$ cat src/rtl/tdm_lane_mux.sv
// -----------------------------------------------------------------------------
// tdm_lane_mux
//   N:1 time-division lane multiplexer for the phy_tx path. All NUM_CH lanes
//   are captured once per frame into shadow registers. The shadow copy is then
//   emitted one lane per cycle in fixed order 0..NUM_CH-1. Invalid or masked
//   lanes are emitted as IDLE_SYM with valid_out low. frame_start marks slot 0
//   for the downstream serializer.
//
//   A lane sampled at capture edge E appears on data_out at edge E+1+k, where
//   k is the lane index. The first capture happens at edge NUM_CH after reset
//   release, so the first frame after reset is idle.
//
// Optional feature:
//   `define TDM_LANE_MUX_PARITY_EN adds parity_out. It holds the even-parity
//   bit (^data_out) while valid_out is high, and 0 otherwise.
//
// Ports:
//   clk_f       single fast clock, NUM_CH x lane word rate
//   reset_L     asynchronous active-low reset
//   en          advance enable; 0 freezes the slot sequence and idles output
//   ch_mask     per-lane disable (1 = disabled), sampled with lane data
//   data_in     lane i at [i*DATA_W +: DATA_W]
//   valid_in    per-lane valid
//   data_out    registered multiplexed word
//   valid_out   data_out carries lane data
//   ch_id       lane index of the current data_out
//   frame_start high for slot 0 on an advancing edge
//   parity_out  (optional) parity of data_out when valid_out is high
// -----------------------------------------------------------------------------
module tdm_lane_mux #(
    parameter int                   NUM_CH   = 4,
    parameter int                   DATA_W   = 8,
    parameter logic [DATA_W-1:0]    IDLE_SYM = DATA_W'(8'hBC),
    localparam int                  CNT_W    = $clog2(NUM_CH)
) (
    input  logic                     clk_f,
    input  logic                     reset_L,
    input  logic                     en,
    input  logic [NUM_CH-1:0]        ch_mask,
    input  logic [NUM_CH*DATA_W-1:0] data_in,
    input  logic [NUM_CH-1:0]        valid_in,
    output logic [DATA_W-1:0]        data_out,
    output logic                     valid_out,
    output logic [CNT_W-1:0]         ch_id,
    output logic                     frame_start
`ifdef TDM_LANE_MUX_PARITY_EN
   ,output logic                     parity_out
`endif
);

    localparam logic [CNT_W-1:0] LAST_SLOT = CNT_W'(NUM_CH - 1);

    logic [CNT_W-1:0]  cnt;
    logic [DATA_W-1:0] sh_data [NUM_CH];
    logic [NUM_CH-1:0] sh_valid;

    logic              sel_valid;
    logic [DATA_W-1:0] sel_data;
    logic              last_slot;

    // Slot selection from the pre-capture shadow copy.
    always_comb begin
        // NOTE: every output of a combinational block gets a default first, so
        // no path can leave it unassigned and infer a latch.
        sel_valid = 1'b0;
        sel_data  = IDLE_SYM;
        last_slot = 1'b0;

        sel_valid = sh_valid[cnt];
        last_slot = (cnt == LAST_SLOT);
        if (sel_valid) begin
            sel_data = sh_data[cnt];
        end
    end

    // NOTE: sequential state uses non-blocking assignments only. The output
    // stage therefore reads the shadow value from before this edge's capture,
    // which is what lets lane NUM_CH-1 be read and overwritten on one edge.
    always_ff @(posedge clk_f or negedge reset_L) begin
        if (!reset_L) begin
            cnt         <= '0;
            // NOTE: the shadow array is reset explicitly. The first frame after
            // reset reads it before any capture, and it must read as idle
            // rather than stale power-up contents.
            for (int i = 0; i < NUM_CH; i++) begin
                sh_data[i] <= IDLE_SYM;
            end
            sh_valid    <= '0;
            data_out    <= IDLE_SYM;
            valid_out   <= 1'b0;
            ch_id       <= '0;
            frame_start <= 1'b0;
        end else if (en) begin
            cnt         <= last_slot ? '0 : cnt + CNT_W'(1);
            data_out    <= sel_data;
            valid_out   <= sel_valid;
            ch_id       <= cnt;
            frame_start <= (cnt == '0);
            if (last_slot) begin
                for (int i = 0; i < NUM_CH; i++) begin
                    sh_data[i] <= data_in[i*DATA_W +: DATA_W];
                end
                sh_valid <= valid_in & ~ch_mask;
            end
        end else begin
            // Stalled: the sequence and ch_id hold, and the output idles. A
            // capture due at the last slot waits until en returns.
            data_out    <= IDLE_SYM;
            valid_out   <= 1'b0;
            frame_start <= 1'b0;
        end
    end

`ifdef TDM_LANE_MUX_PARITY_EN
    always_ff @(posedge clk_f or negedge reset_L) begin
        if (!reset_L) begin
            parity_out <= 1'b0;
        end else begin
            parity_out <= en & sel_valid & (^sel_data);
        end
    end
`endif

endmodule

$ cat config.mk
export PLATFORM = sky130hd
export DESIGN_NAME = tdm_lane_mux
export DESIGN_NICKNAME = d
export VERILOG_FILES = /design/src/rtl/tdm_lane_mux.sv
export SDC_FILE = /design/constraint.sdc
export NUM_CORES = 1
export LEC_CHECK = 0
export CAP_MARGIN = 20
export CORE_MARGIN = 5
export CORE_UTILIZATION = 40
export DETAILED_ROUTE_END_ITERATION = 8
export PLACE_DENSITY_LB_ADDON = 0.3
export RECOVER_POWER = 50
export SYNTH_ARGS = -nofsm -noshare
export SYNTH_HDL_FRONTEND = slang
export SYNTH_SLANG_ARGS = --single-unit
export TNS_END_PERCENT = 50
$ cat constraint.sdc
create_clock -name clk_f -period 2.7 [get_ports clk_f]
set_input_delay 0.27 -clock clk_f [delete_from_list [all_inputs] [get_ports clk_f]]
set_output_delay 0.27 -clock clk_f [all_outputs]
set_load 0.02 [all_outputs]
* After elaboration in Yosys (flattened, before gate mapping)
Index checks and enable logic that the tools add are counted.
** Operators by class
- Add/sub/neg operators :: 1
- $lt $le $gt $ge :: 2
- Eq/ne operators :: 1
- Muxes and demuxes :: 10
- Bitwise gates (word level) :: 3
- Reduce and logical (&&, ||, !) cells :: 2
** Operator list (count)
- 8-bit 2-to-1 mux :: 4
- 8-bit binary-select mux with 2-bit select :: 1
- 4-bit AND :: 1
- 4-bit inverter :: 1
- 3-bit >= comparator (second input constant) :: 1
- 2-bit by 3-bit less-than comparator with 1-bit output (second input constant) :: 1
- 1-bit 2-to-1 mux :: 3
- 2-bit inverter with 3-bit output :: 1
- 2-bit by 1-bit adder with 2-bit output (second input constant) :: 1
- 1-bit binary-select mux with 2-bit select :: 1
- 2-bit == test (second input constant) :: 1
- 2-bit zero test :: 1
- 2-bit 2-to-1 mux :: 1
- 2-bit AND reduction :: 1
** Word-level totals
- Register bits after elaboration :: 50
- Output and inout bits :: 12

* Logic depth before layout (Yosys ltp)
Gate-level depths: netlist (run 1).
- Word-level depth :: 6
- Gate-level depth with buffers :: 5
- Depth with buffers taken out :: 4

* Least setup slack after synthesis (run 1)
Ideal clock, no wire load.
- Path kind :: register to register
- Start :: reg cnt[0]
- End :: reg sh_data[0] in the netlist's numbering
- Library setup time :: 0.125 ns
- Arrival :: 1.276 ns
- Setup slack :: 1.300 ns
- Stages on the path, launching flop included :: 5
- Path buffers :: 1
- Path through :: dfrtp_1 > ha_1 > nand2_1 > buf_2 > mux2_2
** Between the ends
- Word-level cells in the longest chain between the ends :: 2
** Ends and longest elaborated chain
- start: declaration :: RTL line 53 : logic [CNT_W-1:0] cnt;
- start signal: assignment :: RTL line 94 : cnt <= last_slot ? '0 : cnt + CNT_W'(1);
- 2-bit == test :: RTL line 70 : last_slot = (cnt == LAST_SLOT);
- 2-bit AND reduction (no source line)
- end signal: indexed assignment :: RTL line 101 : sh_data[i] <= data_in[i*DATA_W +: DATA_W];
- end: declaration :: RTL line 54 : logic [DATA_W-1:0] sh_data [NUM_CH];
Every way passes these cells.
A chain may end at the register's enable or synchronous reset.

* Worst setup path in the final report (run 1)
- Start :: reg cnt[1]
- End :: reg sh_data[6] in the netlist's numbering
The elaborated chain is that of the path after synthesis.

==> results of run 1 <==
==> metal layers <==
metal | vias up | track usage (%)
li1 | 598 | -
met3 | 2 | 5.05
met5 | - | 0
met4 | 0 | 3.57
met2 | 35 | 21.6
met1 | 623 | 14.6
==> final timing paths <==
| kind | startpoint | to | cells after the start |
|---|---|---|---|
| worst max register to register | cnt[1]$_DFFE_PN0P_ | sh_data[6]$_DFFE_PN0P_ | 4 |
| worst min register to register | sh_valid[3]$_DFFE_PN0P_ | sh_valid[3]$_DFFE_PN0P_ | 2 |
| max in group asynchronous | reset_L | data_out[6]$_DFF_PN0_ | 3 |
| worst max-delay path | cnt[1]$_DFFE_PN0P_ | sh_data[6]$_DFFE_PN0P_ | 4 |
| worst min-delay path | reset_L | data_out[1]$_DFF_PN0_ | 2 |
| min in group clk_f | sh_valid[3]$_DFFE_PN0P_ | sh_valid[3]$_DFFE_PN0P_ | 2 |
==> power by group through the flow <==
stage | Clock [mW] | Sequential, mW | Combinational, mW
floorplan | 0 | 1.41 | 0.655
global route | 0.469 | 1.46 | 1.06
CTS | 0.426 | 1.42 | 0.993
finish | 0.407 | 1.41 | 0.970
global placement | 0 | 1.40 | 0.950
detailed placement | 0 | 1.43 | 0.990
==> worst register-to-register path, cell delays in order, from the launching register on <==
cell     delay [ns]
dfrtp_1        0.58
ha_1           0.30
nand2_1        0.08
buf_4          0.31
mux2_2         0.39
==> cell type report <==
| cell class | instances | area (um2) | area share, % |
|---|---|---|---|
| Clock buffer | 8 | 80.1 | 2.83 |
| Multi-Input combinational cell | 76 | 793 | 28.0 |
| Tap cell | 70 | 87.6 | 3.09 |
| Inverter | 4 | 15.0 | 0.531 |
| Timing Repair Buffer | 59 | 572 | 20.2 |
| Sequential cell | 50 | 1280 | 45.3 |
==> layout by cell type, fill, tap and decap left out <==
master / instances
clkdlybuf4s50_1: 51
mux2_2: 33
dfrtp_1: 25
dfstp_2: 25
nand2_1: 8
o21ai_0: 7
mux4_1: 6
nand2b_1: 5
or2_1: 5
clkbuf_8: 5
inv_1: 4
clkbuf_1: 4
nor2b_1: 3
dlygate4sd3_1: 3
buf_4: 3
mux2i_1: 2
mux4_2: 2
ha_1: 2
o22a_4: 1
and2_0: 1
nor2_1: 1
clkbuf_2: 1
==> through the flow <==
step	cell area (um2)	total power [mW]	hold WS (ns)
after global placement	2740	2.35	0.468
after global routing	2830	2.98	0.418
final	2830	2.79	0.380
after floorplan	2130	2.07	-0.0256
after detailed placement	2740	2.42	0.475
after CTS	2820	2.84	0.202
==> kinds of logic (layout without fill, tap and decap cells) <==
family | count (synthesis) | after routing | share of synthesized area [%]
AO/OA/AOI/OAI | 8 | 8 | 2.47
adder cells (fa/ha/maj) | 2 | 2 | 1.17
buffers and inverters | 11 | 71 | 2.58
flip-flops | 50 | 50 | 60.2
multiplexers | 43 | 43 | 27.9
AND/OR/NAND/NOR | 23 | 23 | 5.70
==> flip-flops by register name, indices dropped and copies added, names as in the netlist <==
register and flops:
data_out 8, sh_valid 4, cnt 2, frame_start 1, ch_id 2, sh_data 32, valid_out 1
==> reports/metrics.yaml, run 1 <==
synth-edff-count: 0
worstHoldPathType: "input port to async pin"
finalClockSkew_ns: 0.00475
ys_top_cells_by_area: "dfstp_2 31%, dfrtp_1 29%, mux2_2 17%, mux4_1 7.4%, mux4_2 2.1%"
critical-path-top-delay-family: "flip-flops"
grt_usage_pct: 12.6
p_int_mw: 2.02
syn_avg_cell_area_um2: 15.6
crit_type: "flip-flop to flip-flop"
wl_met1_um: 1690
cts_resized: 0
synth_commonest_cells: "33 x mux2_2, 25 x dfrtp_1, 25 x dfstp_2, 8 x nand2_1, 7 x o21ai_0"
clock-sinks: 50
netSwitchingFraction_pct: 27.7
period_needed_ns: 1.76
drc: 0
grt_pass1_vias: 1394
crit_path_end_kind: "flip-flop"
cp_num_buf_inv: 1
die_area_um2: 6890
ys_seq_elements: 50
yosysMostFrequentCell: "mux2_2"
start_util_pct: 41.5
syn-num-nets: 182
wl_per_cell_um: 15.4
slowest_stage: "dfrtp_1"
grt_overflow: 0
antenna_found_initial: 0
max_slew_margin_pct: 30.5
drive_gt1_share_pct: 35.5
max_freq_mhz: 568
synth_top_area_share_pct: 30.8
worstMarginPinSlew_ns: 1.04
route.met3.wl_um: 247
synth-seq-area-share_pct: 60.2
postRouteAntennaNets: 0
hold_viol: 0
crit_path_max_incr_delay_ns: 0.58
period_share_pct: 65.2
powerDensity_nw_per_um2: 985
dieHeight_um: 83.0
finalNetCount: 241
slew_violations: 0
postCtsHoldBufs: 0
numCtsBuffers: 5
share_comb_of_total_power_pct: 34.8
p_clk_share_pct: 14.6
cts.path.max_buffers: 2
die_w_um: 83.0
vdd_drop_max_uv: 482
dr.max_layer_used: "met4"
rows: 26
post_drt_via_cell_ratio: 4.71
clk_pin_slew_ns: 0.08
coreArea_um2: 5140
first_iter_violations: 44
wirelength_um: 4120
synth_largest_area_cell: "dfstp_2"
place_inst: 257
synth_flop_cell: "dfstp_2"
cap_viol_max_count: 0
post-place-ws_ns: 0.874
cts-htree-levels: 2
outcome: "finished, final reports clean"
dp_hpwl_um: 3050
fin_setup_tns_ns: 0
critPathMaxFanout: 28
grt_max_degree: 51
synthArstFlopShare_pct: 100
setup-violations-final: 0
clock_latency_ns: 0.29
pwr-share-seq_pct: 50.6
cts_root_buf: "clkbuf_8"
grt_first_pass_wirelength_um: 6900
crit_required_ns: 2.88
synthDistinctLibCells: 19
final_util_pct: 55.1
rsz0062_at_grt: "no"
fillers: 460
dr_wl_met2_um: 2150
final_cells: 267
yosys_warnings: 0
tritoncts: "done"
area_growth_pct: 32.8
dr.pass1.iters: 4
cts_setup_buffers: 0
worstPathCellList: "ha_1 -> nand2_1 -> buf_4 -> mux2_2"
syn_area_um2: 2130
gp_congestion: 0.723
synthesis.instances: 137
regToRegSetupSlack_ns: 0.94
ios: 55
start_kind: "flip-flop"
io_buffers: 54
dr_total_vias: 1258
p_switching_mw: 0.772
p_leak_nw: 1.17
antenna_cells: 0
arrival_ns: 1.94
final.setup.worst_slack_ns: 0.939
Note: power is estimated with default switching activity, not from simulation.
==> inputs of run 2 (changes only) <==
==> constraint.sdc (replaced) <==
create_clock -name clk_f -period 1.57 [get_ports clk_f]
set_input_delay 0.157 -clock clk_f [delete_from_list [all_inputs] [get_ports clk_f]]
set_output_delay 0.157 -clock clk_f [all_outputs]
set_load 0.02 [all_outputs]
==> reports/metrics.yaml, run 2 (synthesis results as in run 1) <==
outcome: "finished, final reports clean"
start_util_pct: 41.5
crit_path_max_incr_delay_ns: 0.41
clock_latency_ns: 0.29
area_growth_pct: 34.8
p_leak_nw: 1.18
cap_viol_max_count: 0
largest_register: "sh_data"
netSwitchingFraction_pct: 26.7
dieHeight_um: 83.0
p_clk_share_pct: 17.3
cts_root_buf: "clkbuf_8"
p_switching_mw: 1.32
numCtsBuffers: 5
drive_gt1_share_pct: 36.7
cts.path.max_buffers: 2
ios: 55
cts_setup_buffers: 0
dp_hpwl_um: 3030
largest_register_ffs: 32
finalClockSkew_ns: 0.00794
antenna_cells: 0
rsz0062_at_grt: "no"
cts-htree-levels: 2
die_area_um2: 6890
grt_overflow: 0
layout_common_cells: "48 x clkdlybuf4s50_1, 33 x mux2_2, 25 x dfrtp_1, 25 x dfstp_2, 8 x nand2_1"
p_int_mw: 3.64
arrival_ns: 1.62
dr.pass1.iters: 2
period_needed_ns: 1.44
coreArea_um2: 5140
period_share_pct: 91.7
power_mw: 4.96
antenna_found_initial: 0
die_w_um: 83.0
first_iter_violations: 63
rows: 26
slew_violations: 0
drc: 0
tritoncts: "done"
worstPathCellList: "ha_1 -> nand2_1 -> buf_12 -> mux2_2"
dr_total_vias: 1256
post_drt_via_cell_ratio: 4.67
grt_pass1_vias: 1471
wirelength_um: 4010
vdd_drop_max_uv: 850
design_area_um2: 2870
grt_max_degree: 41
finalNetCount: 243
grt_first_pass_wirelength_um: 6830
crit_path_end_kind: "flip-flop"
post-place-ws_ns: 0.0907
clock-sinks: 50
grt_usage_pct: 12.4
final.setup.worst_slack_ns: 0.130
gp_congestion: 0.722
worstMarginPinSlew_ns: 0.443
max_freq_mhz: 695
hold_viol: 0
fin_setup_tns_ns: 0
crit_required_ns: 1.75
top_regs: "sh_data x32, data_out x8, sh_valid x4"
worstHoldPathType: "input port to async pin"
placed_area_um2: 2780
io_buffers: 54
slowest_stage: "dfrtp_1"
start_kind: "flip-flop"
max_slew_margin_pct: 70.4
wl_per_cell_um: 14.9
crit_type: "flip-flop to flip-flop"
powerDensity_nw_per_um2: 1730
share_comb_of_total_power_pct: 35.3
mostFrequentLayoutCell: "clkdlybuf4s50_1"
critPathMaxFanout: 40
setup-violations-final: 0
clk_pin_slew_ns: 0.09
holdWs_ns: 0.338
pwr-share-seq_pct: 47.3
postRouteAntennaNets: 0
run 2: cell count changes in the layout (fill, tap and decap cells not counted):
cell,change
dlygate4sd2_1,+4
clkdlybuf4s50_1,-3
dlygate4sd3_1,-2
buf_12,+1
buf_2,+1
bufinv_16,+1
clkbuf_2,-1
clkbuf_4,+1
run 2: metal layers:
metal | global-route usage [%] | routed length (um) | up-vias
met5 | 0 | 0 | -
met4 | 3.57 | 35 | 0
met3 | 3.56 | 201 | 6
met2 | 22.2 | 2100 | 34
met1 | 14.4 | 1680 | 616
li1 | - | - | 600
run 2: path summary, 6_finish.rpt:
check	slack, ns	depth (start not counted)	end	from
min in group clk_f	0.44	3	sh_valid[0]$_DFFE_PN0P_	valid_in[0]
setup reg to reg	0.13	4	sh_data[6]$_DFFE_PN0P_	cnt[0]$_DFFE_PN0P_
setup / recovery	0.13	4	sh_data[6]$_DFFE_PN0P_	cnt[0]$_DFFE_PN0P_
max in group asynchronous	0.38	3	sh_data[23]$_DFFE_PN1P_	reset_L
hold reg to reg	0.49	2	sh_valid[0]$_DFFE_PN0P_	sh_valid[0]$_DFFE_PN0P_
hold / removal	0.34	2	sh_data[1]$_DFFE_PN0P_	reset_L
run 2: power by group through the flow:
stage | clock network [mW] | registers, mW | logic [mW]
after floorplan | 0 | 2.43 | 1.13
after global placement | 0 | 2.34 | 1.75
after detailed placement | 0 | 2.38 | 1.83
after CTS | 0.889 | 2.36 | 1.81
after global routing | 0.940 | 2.43 | 1.94
final | 0.859 | 2.35 | 1.75
run 2: repair_timing:
action	4_1_cts	5_1_grt
endpoints found under the hold margin	10	0
gates resized for setup	4	1
setup endpoints to repair	4	1
cloned	0	0
hold buffers	1	0
pin swaps	0	0
run 2: per-stage QoR:
| stage | util (%) | cells |
|---|---|---|
| finish | 55.9 | 269 |
| global route | 55.9 | 269 |
| CTS | 56.3 | 269 |
| detailed placement | 54.2 | 260 |
| global placement | 54.2 | 260 |
| floorplan | - | 137 |
run 2: layout make-up:
| class | count | area (um2) |
|---|---|---|
| clock buffer | 7 | 76.3 |
| clock inverter | 1 | 30.0 |
| fill | 455 | 2270 |
| inverter | 4 | 15.0 |
| multi-input combinational | 76 | 793 |
| sequential | 50 | 1280 |
| tap | 70 | 87.6 |
| timing repair buffer | 61 | 588 |
run 2: critical path: cells and delay by family, from the launching register on:
family / cells / cell delay [ns]
flops: 1 / 0.41
buf+inv: 1 / 0.23
mux: 1 / 0.36
simple gates: 1 / 0.11
fa+ha+maj: 1 / 0.22
==> inputs of run 3 (changes only) <==
--- a/config.mk
+++ b/config.mk
@@ -11,6 +11,7 @@
 export DETAILED_ROUTE_END_ITERATION = 8
 export PLACE_DENSITY_LB_ADDON = 0.3
 export RECOVER_POWER = 50
+export SKIP_LAST_GASP = 1
 export SYNTH_ARGS = -nofsm -noshare
 export SYNTH_HDL_FRONTEND = slang
 export SYNTH_SLANG_ARGS = --single-unit
==> reports/metrics.yaml, run 3 (synthesis results as in run 1) <==
slew_violations: 0
cap_viol_max_count: 0
r2r_end: "sh_data[6]$_DFFE_PN0P_"
first_iter_violations: 61
wirelength_um: 4010
slowest_stage: "clkdlybuf4s50_1"
fin_setup_tns_ns: 0
vdd_drop_max_uv: 850
drc: 0
ff2ff_path_depth: 4
grt_usage_pct: 12.4
use_met2_pct: 22.2
cts-htree-levels: 2
wl_per_cell_um: 14.9
crit_path_end_kind: "primary output"
worst_r2r_startpoint: "cnt[0]$_DFFE_PN0P_"
worstPathCellList: "clkdlybuf4s50_1"
tritoncts: "done"
ios: 55
crit_type: "flip-flop to primary output"
start_kind: "flip-flop"
regToRegSetupSlack_ns: 0.13
holdWs_ns: 0.338
dieHeight_um: 83.0
cts_setup_buffers: 0
rows: 26
grt_pass1_vias: 1471
design_area_um2: 2880
clock-sinks: 50
coreArea_um2: 5140
gp_congestion: 0.722
cts.path.max_buffers: 2
post_drt_via_cell_ratio: 4.67
worstHoldPathType: "input port to async pin"
grt.met3_usage_pct: 3.56
crit_required_ns: 1.41
busiest_layer: "met2"
area_growth_pct: 34.9
top_regs: "sh_data x32, data_out x8, sh_valid x4"
worstMarginPinSlew_ns: 0.443
critical-path-top-delay-family: "buffers and inverters"
max_slew_margin_pct: 70.4
dr.pass1.iters: 2
final_cells: 269
period_needed_ns: 1.56
antenna_found_initial: 0
met1_usage_pct: 14.4
placed_area_um2: 2780
period_share_pct: 99.3
finalClockSkew_ns: 0.00794
layout_common_cells: "50 x clkdlybuf4s50_1, 33 x mux2_2, 25 x dfrtp_1, 25 x dfstp_2, 8 x nand2_1"
crit_path_max_incr_delay_ns: 0.59
start_util_pct: 41.5
die_w_um: 83.0
cp_num_buf_inv: 1
place_inst: 260
rsz0062_at_grt: "yes"
hold_viol: 0
final_util_pct: 55.9
drive_gt1_share_pct: 36.7
numCtsBuffers: 5
finalNetCount: 243
power_mw: 4.97
grt_overflow: 0
grt_first_pass_wirelength_um: 6830
postRouteAntennaNets: 0
max_freq_mhz: 642
io_buffers: 54
dp_hpwl_um: 3030
powerDensity_nw_per_um2: 1730
critPathMaxFanout: 1
antenna_cells: 0
mostFrequentLayoutCell: "clkdlybuf4s50_1"
arrival_ns: 1.40
largest_register: "sh_data"
setup-violations-final: 0
clk_pin_slew_ns: 0.08
post-place-ws_ns: 0.0907
largest_register_ffs: 32
cts_root_buf: "clkbuf_8"
clock_latency_ns: 0.29
fillers: 452
die_area_um2: 6890
p_leak_nw: 1.19
final.setup.worst_slack_ns: 0.0115
outcome: "finished, final reports clean"
grt_max_degree: 41
dr_total_vias: 1256
run 3: cell count changes in the layout (fill, tap and decap cells not counted):
cell and change:
clkdlybuf4s50_1 +2, dlygate4sd2_1 -2
run 3: worst max path at each step:
stage | endpoint | slack, ns | startpoint | cells after the start
CTS | data_out[2] | -0.01 | data_out[2]$_DFF_PN1_ | 1
global placement | sh_data[8]$_DFFE_PN0P_ | 0.12 | en | 4
global route | data_out[2] | -0.03 | data_out[2]$_DFF_PN1_ | 1
detailed placement | sh_data[0]$_DFFE_PN0P_ | 0.09 | en | 4
floorplan | sh_data[0]$_DFFE_PN0P_ | 0.17 | cnt[0]$_DFFE_PN0P_ | 4
finish | data_out[2] | 0.01 | data_out[2]$_DFF_PN1_ | 1
run 3: final cells by class:
type | instances | area (um2) | share of cell area, %
multi-input combinational | 76 | 793 | 27.6
clock inverter | 1 | 30.0 | 1.04
clock buffer | 7 | 76.3 | 2.65
sequential | 50 | 1280 | 44.6
timing repair buffer | 61 | 591 | 20.5
tap | 70 | 87.6 | 3.05
inverter | 4 | 15.0 | 0.522
run 3: power by group:
part           switching (mW)  total, mW  internal [mW]
registers               0.258       2.35           2.09
logic                   0.683       1.76           1.08
clock network           0.382      0.859          0.477
total                    1.32       4.97           3.65
run 3: per-layer routing:
metal / wire length [um] / vias to the layer above / share of wire, %
met4: 35 / 0 / 0.87
met5: 0 / - / 0
met3: 206 / 6 / 5.1
li1: - / 600 / -
met2: 2100 / 34 / 52
met1: 1670 / 616 / 42
run 3: what timing repair did:
action                                 CTS  global route
hold buffers                             1             0
endpoints found under the hold margin   10             0
setup endpoints to repair                4             3
resized for setup                        2             1
